--- src/rtl/box_plotter_if.sv ---
// rtl/box_plotter_if.sv - box request port and VGA pixel-write port of box_plotter
interface box_plotter_if;
    logic       in_valid;
    logic       in_ready;
    logic [7:0] in_x;
    logic [6:0] in_y;
    logic [2:0] in_colour;
    logic [7:0] vga_x;
    logic [6:0] vga_y;
    logic [2:0] vga_colour;
    logic       vga_plot;
    logic       busy;
    logic       box_done;

    modport master (
        output in_valid, in_x, in_y, in_colour,
        input  in_ready, vga_x, vga_y, vga_colour, vga_plot, busy, box_done
    );

    modport slave (
        input  in_valid, in_x, in_y, in_colour,
        output in_ready, vga_x, vga_y, vga_colour, vga_plot, busy, box_done
    );
endinterface

--- src/rtl/box_plotter.sv ---
// rtl/box_plotter.sv - queues box requests and expands each into BOX_W x BOX_H pixel writes
// Optional screen clipping (x >= 160 or y >= 120 suppressed) via BOX_PLOTTER_CLIP_EN.
module box_plotter #(
    parameter int BOX_W      = 3,
    parameter int BOX_H      = 3,
    parameter int FIFO_DEPTH = 4
) (
    input  logic          clk,
    input  logic          reset,
    box_plotter_if.slave  bus
);
    localparam int AW = (FIFO_DEPTH > 1) ? $clog2(FIFO_DEPTH) : 1;
    localparam logic [AW:0] DEPTH_C = (AW + 1)'(FIFO_DEPTH);

`ifdef BOX_PLOTTER_CLIP_EN
    localparam int XW = 9;
    localparam int YW = 8;
`else
    localparam int XW = 8;
    localparam int YW = 7;
`endif

    typedef enum logic {IDLE, DRAW} state_t;

    state_t      state_q, state_d;
    logic [17:0] mem_q [FIFO_DEPTH];
    logic [AW-1:0] wr_ptr_q, rd_ptr_q;
    logic [AW:0] count_q, count_d;
    logic [3:0]  cx_q, cx_d, cy_q, cy_d;
    logic [7:0]  bx_q, bx_d;
    logic [6:0]  by_q, by_d;
    logic [2:0]  bc_q, bc_d;
    logic [7:0]  vga_x_q, vga_x_d;
    logic [6:0]  vga_y_q, vga_y_d;
    logic [2:0]  vga_colour_q, vga_colour_d;
    logic        vga_plot_q, vga_plot_d;
    logic        box_done_q, box_done_d;

    logic        full, empty, push, pop, last_px;
    logic [17:0] head;
    logic [XW-1:0] sum_x;
    logic [YW-1:0] sum_y;

    // Full is taken before any same-edge pop, so a full FIFO never accepts.
    assign full    = (count_q == DEPTH_C);
    assign empty   = (count_q == '0);
    assign push    = bus.in_valid && !full;
    assign head    = mem_q[rd_ptr_q];
    assign last_px = (cx_q == 4'(BOX_W - 1)) && (cy_q == 4'(BOX_H - 1));
    assign sum_x   = XW'(bx_q) + XW'(cx_q);
    assign sum_y   = YW'(by_q) + YW'(cy_q);

    always_ff @(posedge clk or posedge reset) begin
        if (reset) state_q <= IDLE;
        else       state_q <= state_d;
    end

    always_comb begin
        state_d = state_q;
        case (state_q)
            IDLE:    if (!empty) state_d = DRAW;
            DRAW:    if (last_px && empty) state_d = IDLE;
            default: state_d = IDLE;
        endcase
    end

    always_comb begin
        pop          = 1'b0;
        cx_d         = cx_q;
        cy_d         = cy_q;
        bx_d         = bx_q;
        by_d         = by_q;
        bc_d         = bc_q;
        vga_x_d      = vga_x_q;
        vga_y_d      = vga_y_q;
        vga_colour_d = vga_colour_q;
        vga_plot_d   = 1'b0;
        box_done_d   = 1'b0;
        case (state_q)
            IDLE: pop = !empty;
            DRAW: begin
                vga_x_d      = sum_x[7:0];
                vga_y_d      = sum_y[6:0];
                vga_colour_d = bc_q;
`ifdef BOX_PLOTTER_CLIP_EN
                vga_plot_d   = (sum_x < XW'(160)) && (sum_y < YW'(120));
`else
                vga_plot_d   = 1'b1;
`endif
                box_done_d   = last_px;
                if (cx_q == 4'(BOX_W - 1)) begin
                    cx_d = '0;
                    cy_d = last_px ? 4'd0 : cy_q + 4'd1;
                end else begin
                    cx_d = cx_q + 4'd1;
                end
                pop = last_px && !empty;
            end
            default: pop = 1'b0;
        endcase
        if (pop) begin
            bx_d = head[17:10];
            by_d = head[9:3];
            bc_d = head[2:0];
            cx_d = '0;
            cy_d = '0;
        end
    end

    always_comb begin
        count_d = count_q;
        case ({push, pop})
            2'b10:   count_d = count_q + 1'b1;
            2'b01:   count_d = count_q - 1'b1;
            default: count_d = count_q;
        endcase
    end

    // Storage needs no reset; emptiness is carried by the pointers and count.
    always_ff @(posedge clk) begin
        if (push) mem_q[wr_ptr_q] <= {bus.in_x, bus.in_y, bus.in_colour};
    end

    always_ff @(posedge clk or posedge reset) begin
        if (reset) begin
            wr_ptr_q     <= '0;
            rd_ptr_q     <= '0;
            count_q      <= '0;
            cx_q         <= '0;
            cy_q         <= '0;
            bx_q         <= '0;
            by_q         <= '0;
            bc_q         <= '0;
            vga_x_q      <= '0;
            vga_y_q      <= '0;
            vga_colour_q <= '0;
            vga_plot_q   <= 1'b0;
            box_done_q   <= 1'b0;
        end else begin
            if (push) wr_ptr_q <= wr_ptr_q + 1'b1;
            if (pop)  rd_ptr_q <= rd_ptr_q + 1'b1;
            count_q      <= count_d;
            cx_q         <= cx_d;
            cy_q         <= cy_d;
            bx_q         <= bx_d;
            by_q         <= by_d;
            bc_q         <= bc_d;
            vga_x_q      <= vga_x_d;
            vga_y_q      <= vga_y_d;
            vga_colour_q <= vga_colour_d;
            vga_plot_q   <= vga_plot_d;
            box_done_q   <= box_done_d;
        end
    end

    assign bus.in_ready   = !full;
    assign bus.busy       = (state_q == DRAW) || !empty;
    assign bus.vga_x      = vga_x_q;
    assign bus.vga_y      = vga_y_q;
    assign bus.vga_colour = vga_colour_q;
    assign bus.vga_plot   = vga_plot_q;
    assign bus.box_done   = box_done_q;
endmodule

--- src/flat_wrapper.sv ---
// flat-port wrapper written by rule: the top's interface ports become plain ports
module box_plotter_flat 
#(
    parameter int BOX_W      = 3,
    parameter int BOX_H      = 3,
    parameter int FIFO_DEPTH = 4
)
  (clk, reset, bus_in_valid, bus_in_x, bus_in_y, bus_in_colour, bus_in_ready, bus_vga_x, bus_vga_y, bus_vga_colour, bus_vga_plot, bus_busy, bus_box_done);
  box_plotter_if bus_i ();
  input  logic clk;
  input  logic reset;
  input wire logic [$bits(bus_i.in_valid)-1:0] bus_in_valid;
  input wire logic [$bits(bus_i.in_x)-1:0] bus_in_x;
  input wire logic [$bits(bus_i.in_y)-1:0] bus_in_y;
  input wire logic [$bits(bus_i.in_colour)-1:0] bus_in_colour;
  output wire logic [$bits(bus_i.in_ready)-1:0] bus_in_ready;
  output wire logic [$bits(bus_i.vga_x)-1:0] bus_vga_x;
  output wire logic [$bits(bus_i.vga_y)-1:0] bus_vga_y;
  output wire logic [$bits(bus_i.vga_colour)-1:0] bus_vga_colour;
  output wire logic [$bits(bus_i.vga_plot)-1:0] bus_vga_plot;
  output wire logic [$bits(bus_i.busy)-1:0] bus_busy;
  output wire logic [$bits(bus_i.box_done)-1:0] bus_box_done;
  assign bus_i.in_valid = bus_in_valid;
  assign bus_i.in_x = bus_in_x;
  assign bus_i.in_y = bus_in_y;
  assign bus_i.in_colour = bus_in_colour;
  assign bus_in_ready = bus_i.in_ready;
  assign bus_vga_x = bus_i.vga_x;
  assign bus_vga_y = bus_i.vga_y;
  assign bus_vga_colour = bus_i.vga_colour;
  assign bus_vga_plot = bus_i.vga_plot;
  assign bus_busy = bus_i.busy;
  assign bus_box_done = bus_i.box_done;
  box_plotter #(.BOX_W(BOX_W), .BOX_H(BOX_H), .FIFO_DEPTH(FIFO_DEPTH)) u_core (.clk(clk), .reset(reset), .bus(bus_i));
endmodule
--- config.mk ---
export PLATFORM = sky130hd
export DESIGN_NAME = box_plotter_flat
export DESIGN_NICKNAME = d
export VERILOG_FILES = /design/src/rtl/box_plotter_if.sv /design/src/rtl/box_plotter.sv /design/src/flat_wrapper.sv
export SDC_FILE = /design/constraint.sdc
export NUM_CORES = 1
export LEC_CHECK = 0
export ABC_AREA = 1
export CAP_MARGIN = 20
export CORE_UTILIZATION = 58
export CTS_BUF_LIST = sky130_fd_sc_hd__clkbuf_4 sky130_fd_sc_hd__clkbuf_8 sky130_fd_sc_hd__clkbuf_16
export CTS_CLUSTER_SIZE = 40
export DETAILED_ROUTE_END_ITERATION = 8
export PLACE_DENSITY = 0.9
export SYNTH_ARGS = -nofsm -noshare
export SYNTH_HDL_FRONTEND = slang
export SYNTH_SLANG_ARGS = --single-unit
--- constraint.sdc ---
create_clock -name clk -period 2.6 [get_ports clk]
set_clock_uncertainty 0.2 [all_clocks]
set_input_delay 0.65 -clock clk [delete_from_list [all_inputs] [get_ports clk]]
set_output_delay 0.65 -clock clk [all_outputs]
set_load 0.1 [all_outputs]
==> summary.md <==
| Metric | Value |
|---|---|
| Max_cap viols | 0 |
| Routed wire per std cell | 16.5 µm |
| DP HPWL | 6.92 mm |
| Synth Flop Type | edfxtp_1 |
| RSZ-0062 raised after global routing | yes |
| Syn_area_per_cell | 10.6 µm² |
| Vias in the first global route | 3925 |
| Clock Latency Late Sink | 0.52 ns |
| Die H | 99.1 µm |
| Status | finished, final reports clean |
| Starting Density | 59.4% |
| Placed Area | 0.00601 mm² |
| M2 GR Usage | 43.0% |
| Drt pass-1 iters | 5 |
| Clk sinks | 126 |
| #FFs+latches synth | 126 |
| Max incr delay on CP | 0.42 ns |
| First-pass GRT wire length | 18.6 mm |
| Slew HR | 57.6% |
| # rows | 35 |
| Hold Path Class | input port to asynchronous set/reset pin |
| Slew Viols, Final | 0 |
| YS warnings | 0 |
| Crit path buf inv count | 2 |
| Fin Hold WS | 0.254 ns |
| Max rail drop VDD | 840 µV |
| CP Data Arrival Time | 1.64 ns |
| H-tree levels | 4 |
| Vias/cell | 5.66 |
| Number of diodes | 0 |
| Initial antenna violation count | 0 |
| GR Overflow Total | 0 |
| R2R depth | 12 |
| DR iter-0 viols | 249 |
| Core area | 0.00920 mm² |
| Die Width | 99.1 µm |
| Final ANT Viol Nets | 0 |
| Total Die Area | 0.00981 mm² |
| Commonest non-fill, non-tap cell in the layout | nand2_1 |
| EDFF count, synth | 72 |
| Final WL | 11.4 mm |
| GRT Total Usage | 25.0% |
| Post-Place Setup Slack | 0.0946 ns |
| CTS Buf Count | 17 |
| FF-to-FF End | u_core.count_q[2] |
| Pwr dens | 1410 mW/mm² |
| Met3 Track Usage GR | 5.04% |
| Count of cell types in the netlist | 27 |
| Post-route setup slack | 0.111 ns |
| Syn Std Cell Area | 0.00546 mm² |
| Crit-path cells | nor2_4 -> nand2_2 -> nor2_4 -> inv_2 -> buf_12 |
| Final setup fails | 0 |
| WS Path Type | flip-flop to output port |
| Mapped Nets | 554 |
| IO Port Bufs | 42 |
| Layer with the highest usage | met2 |
| Final Hold Fails | 0 |
| I/O pin cnt | 43 |
| Seq/Total Area, Yosys | 64.3% |
| Worst path required time | 1.75 ns |
| Synth-to-Final Area Change | 20.5% |
| Crit share post-route | 95.7% |
| Actual slew at the worst max-slew pin | 0.635 ns |
| Critical-path maximum fanout | 5 |
| Gp weighted congestion | 0.866 |
| Root buf cell | clkbuf_8 |
| Reg clk slew, reported paths | 0.06 ns |
| CTS Buffer Depth | 2 |
| P_leak | 0.00285 µW |
| Fillers | 623 |
| Most frequent cells in the layout | nand2_1 (137), edfxtp_1 (72), dfrtp_1 (51) |
| CP startpoint kind | flip-flop |
| R2R Path Start | u_core.cy_q[0] |
| CTS tree | done |
| Power, Total | 9300 µW |
| Vias | 3908 |
| Ys async rst share | 42.9% |
| Setup_tns | 0 ns |
| R2R Setup Slk | 0.19 ns |
| Crit path capture type | output port |
| Final #Nets | 608 |
| Most used cell along the critical path | nor2_4 |
| Crit path max-delay family | flip-flops |
| F_max | 402 MHz |
| Critical-path top delay cell | dfrtp_1 |
| Gate Count Post-Synth | 513 |
| Share of layout cells above drive strength 1 | 14.7% |
| Finished Cell Area | 0.00658 mm² |
| GR Util met1 | 30.3% |
| Largest net degree at the start of global routing | 39 |
| DRC | 0 |
| Final min period | 2.49 ns |
-- stage by stage --
step / std cells / utilization (%)
finish: 691 / 71.6
global route: 691 / 71.6
CTS: 691 / 71.5
detailed placement: 659 / 65.4
global placement: 659 / 65.4
floorplan: 513 / -
-- metal layers --
layer / routed length (µm) / part of all wire [%]
met5: 0 / 0
met4: 210 / 1.8
met3: 618 / 5.4
met2: 5920 / 52
met1: 4630 / 41
-- synth_stat cells (all sizes together) (4+ instances only) --
library cell | count | area [µm²]
nand2 | 143 | 559
xor2 | 4 | 35.0
nand3 | 24 | 120
buf | 14 | 98.8
ha | 17 | 213
o22ai | 18 | 113
inv | 37 | 141
o21ai | 53 | 265
nor2 | 52 | 215
edfxtp | 72 | 2160
clkbuf | 4 | 15.0
dfrtp | 54 | 1350
a21oi | 10 | 50.1
-- worst max path at each step --
| stage | from | end | depth (start not counted) |
|---|---|---|---|
| detailed placement | bus_in_valid | u_core.count_q[2] | 8 |
| floorplan | u_core.count_q[0] | u_core.mem_q[0][0] | 4 |
| CTS | u_core.count_q[1] | bus_busy | 5 |
| global route | u_core.cy_q[0] | u_core.count_q[2] | 12 |
| global placement | bus_in_valid | u_core.count_q[2] | 8 |
| finish | u_core.count_q[1] | bus_busy | 5 |
-- cell families after synthesis --
group / after synthesis / share of synthesized area, %
AO/OA/AOI/OAI: 81 / 7.83
AND/OR/NAND/NOR: 224 / 17.1
adder cells (fa/ha/maj): 20 / 4.99
XOR/XNOR: 7 / 1.12
buffers and inverters: 55 / 4.67
flip-flops: 126 / 64.3
-- sequential cells by signal, summed over array words and instances, names as in the netlist --
name                   flops
u_core.cx_q                4
u_core.bus.vga_x           8
u_core.bx_q                8
u_core.state_q             1
u_core.bus.vga_plot        1
u_core.cy_q                4
u_core.by_q                7
u_core.bc_q                3
u_core.bus.vga_colour      3
u_core.bus.vga_y           7
u_core.bus.box_done        1
u_core.mem_q              72
u_core.wr_ptr_q            2
u_core.rd_ptr_q            2
u_core.count_q             3
-- power by group --
part,internal (µW),switching [µW]
combinational,1110,2730
sequential,2790,440
clock,1290,938
-- layout make-up --
type / count / area, µm² / share of cell area (%)
Inverter: 37 / 141 / 2.15
Multi-Input combinational cell: 332 / 1700 / 25.9
Clock inverter: 15 / 145 / 2.20
Sequential cell: 126 / 3520 / 53.4
Clock buffer: 17 / 414 / 6.29
Tap cell: 111 / 139 / 2.11
Timing Repair Buffer: 53 / 523 / 7.94
-- what timing repair did --
item                                    CTS  global route
gates resized for setup                   0             5
endpoints found under the setup margin    0             2
hold buffers                              0             0
buffers inserted                          0             0
Power figures use the tool's default switching activity.
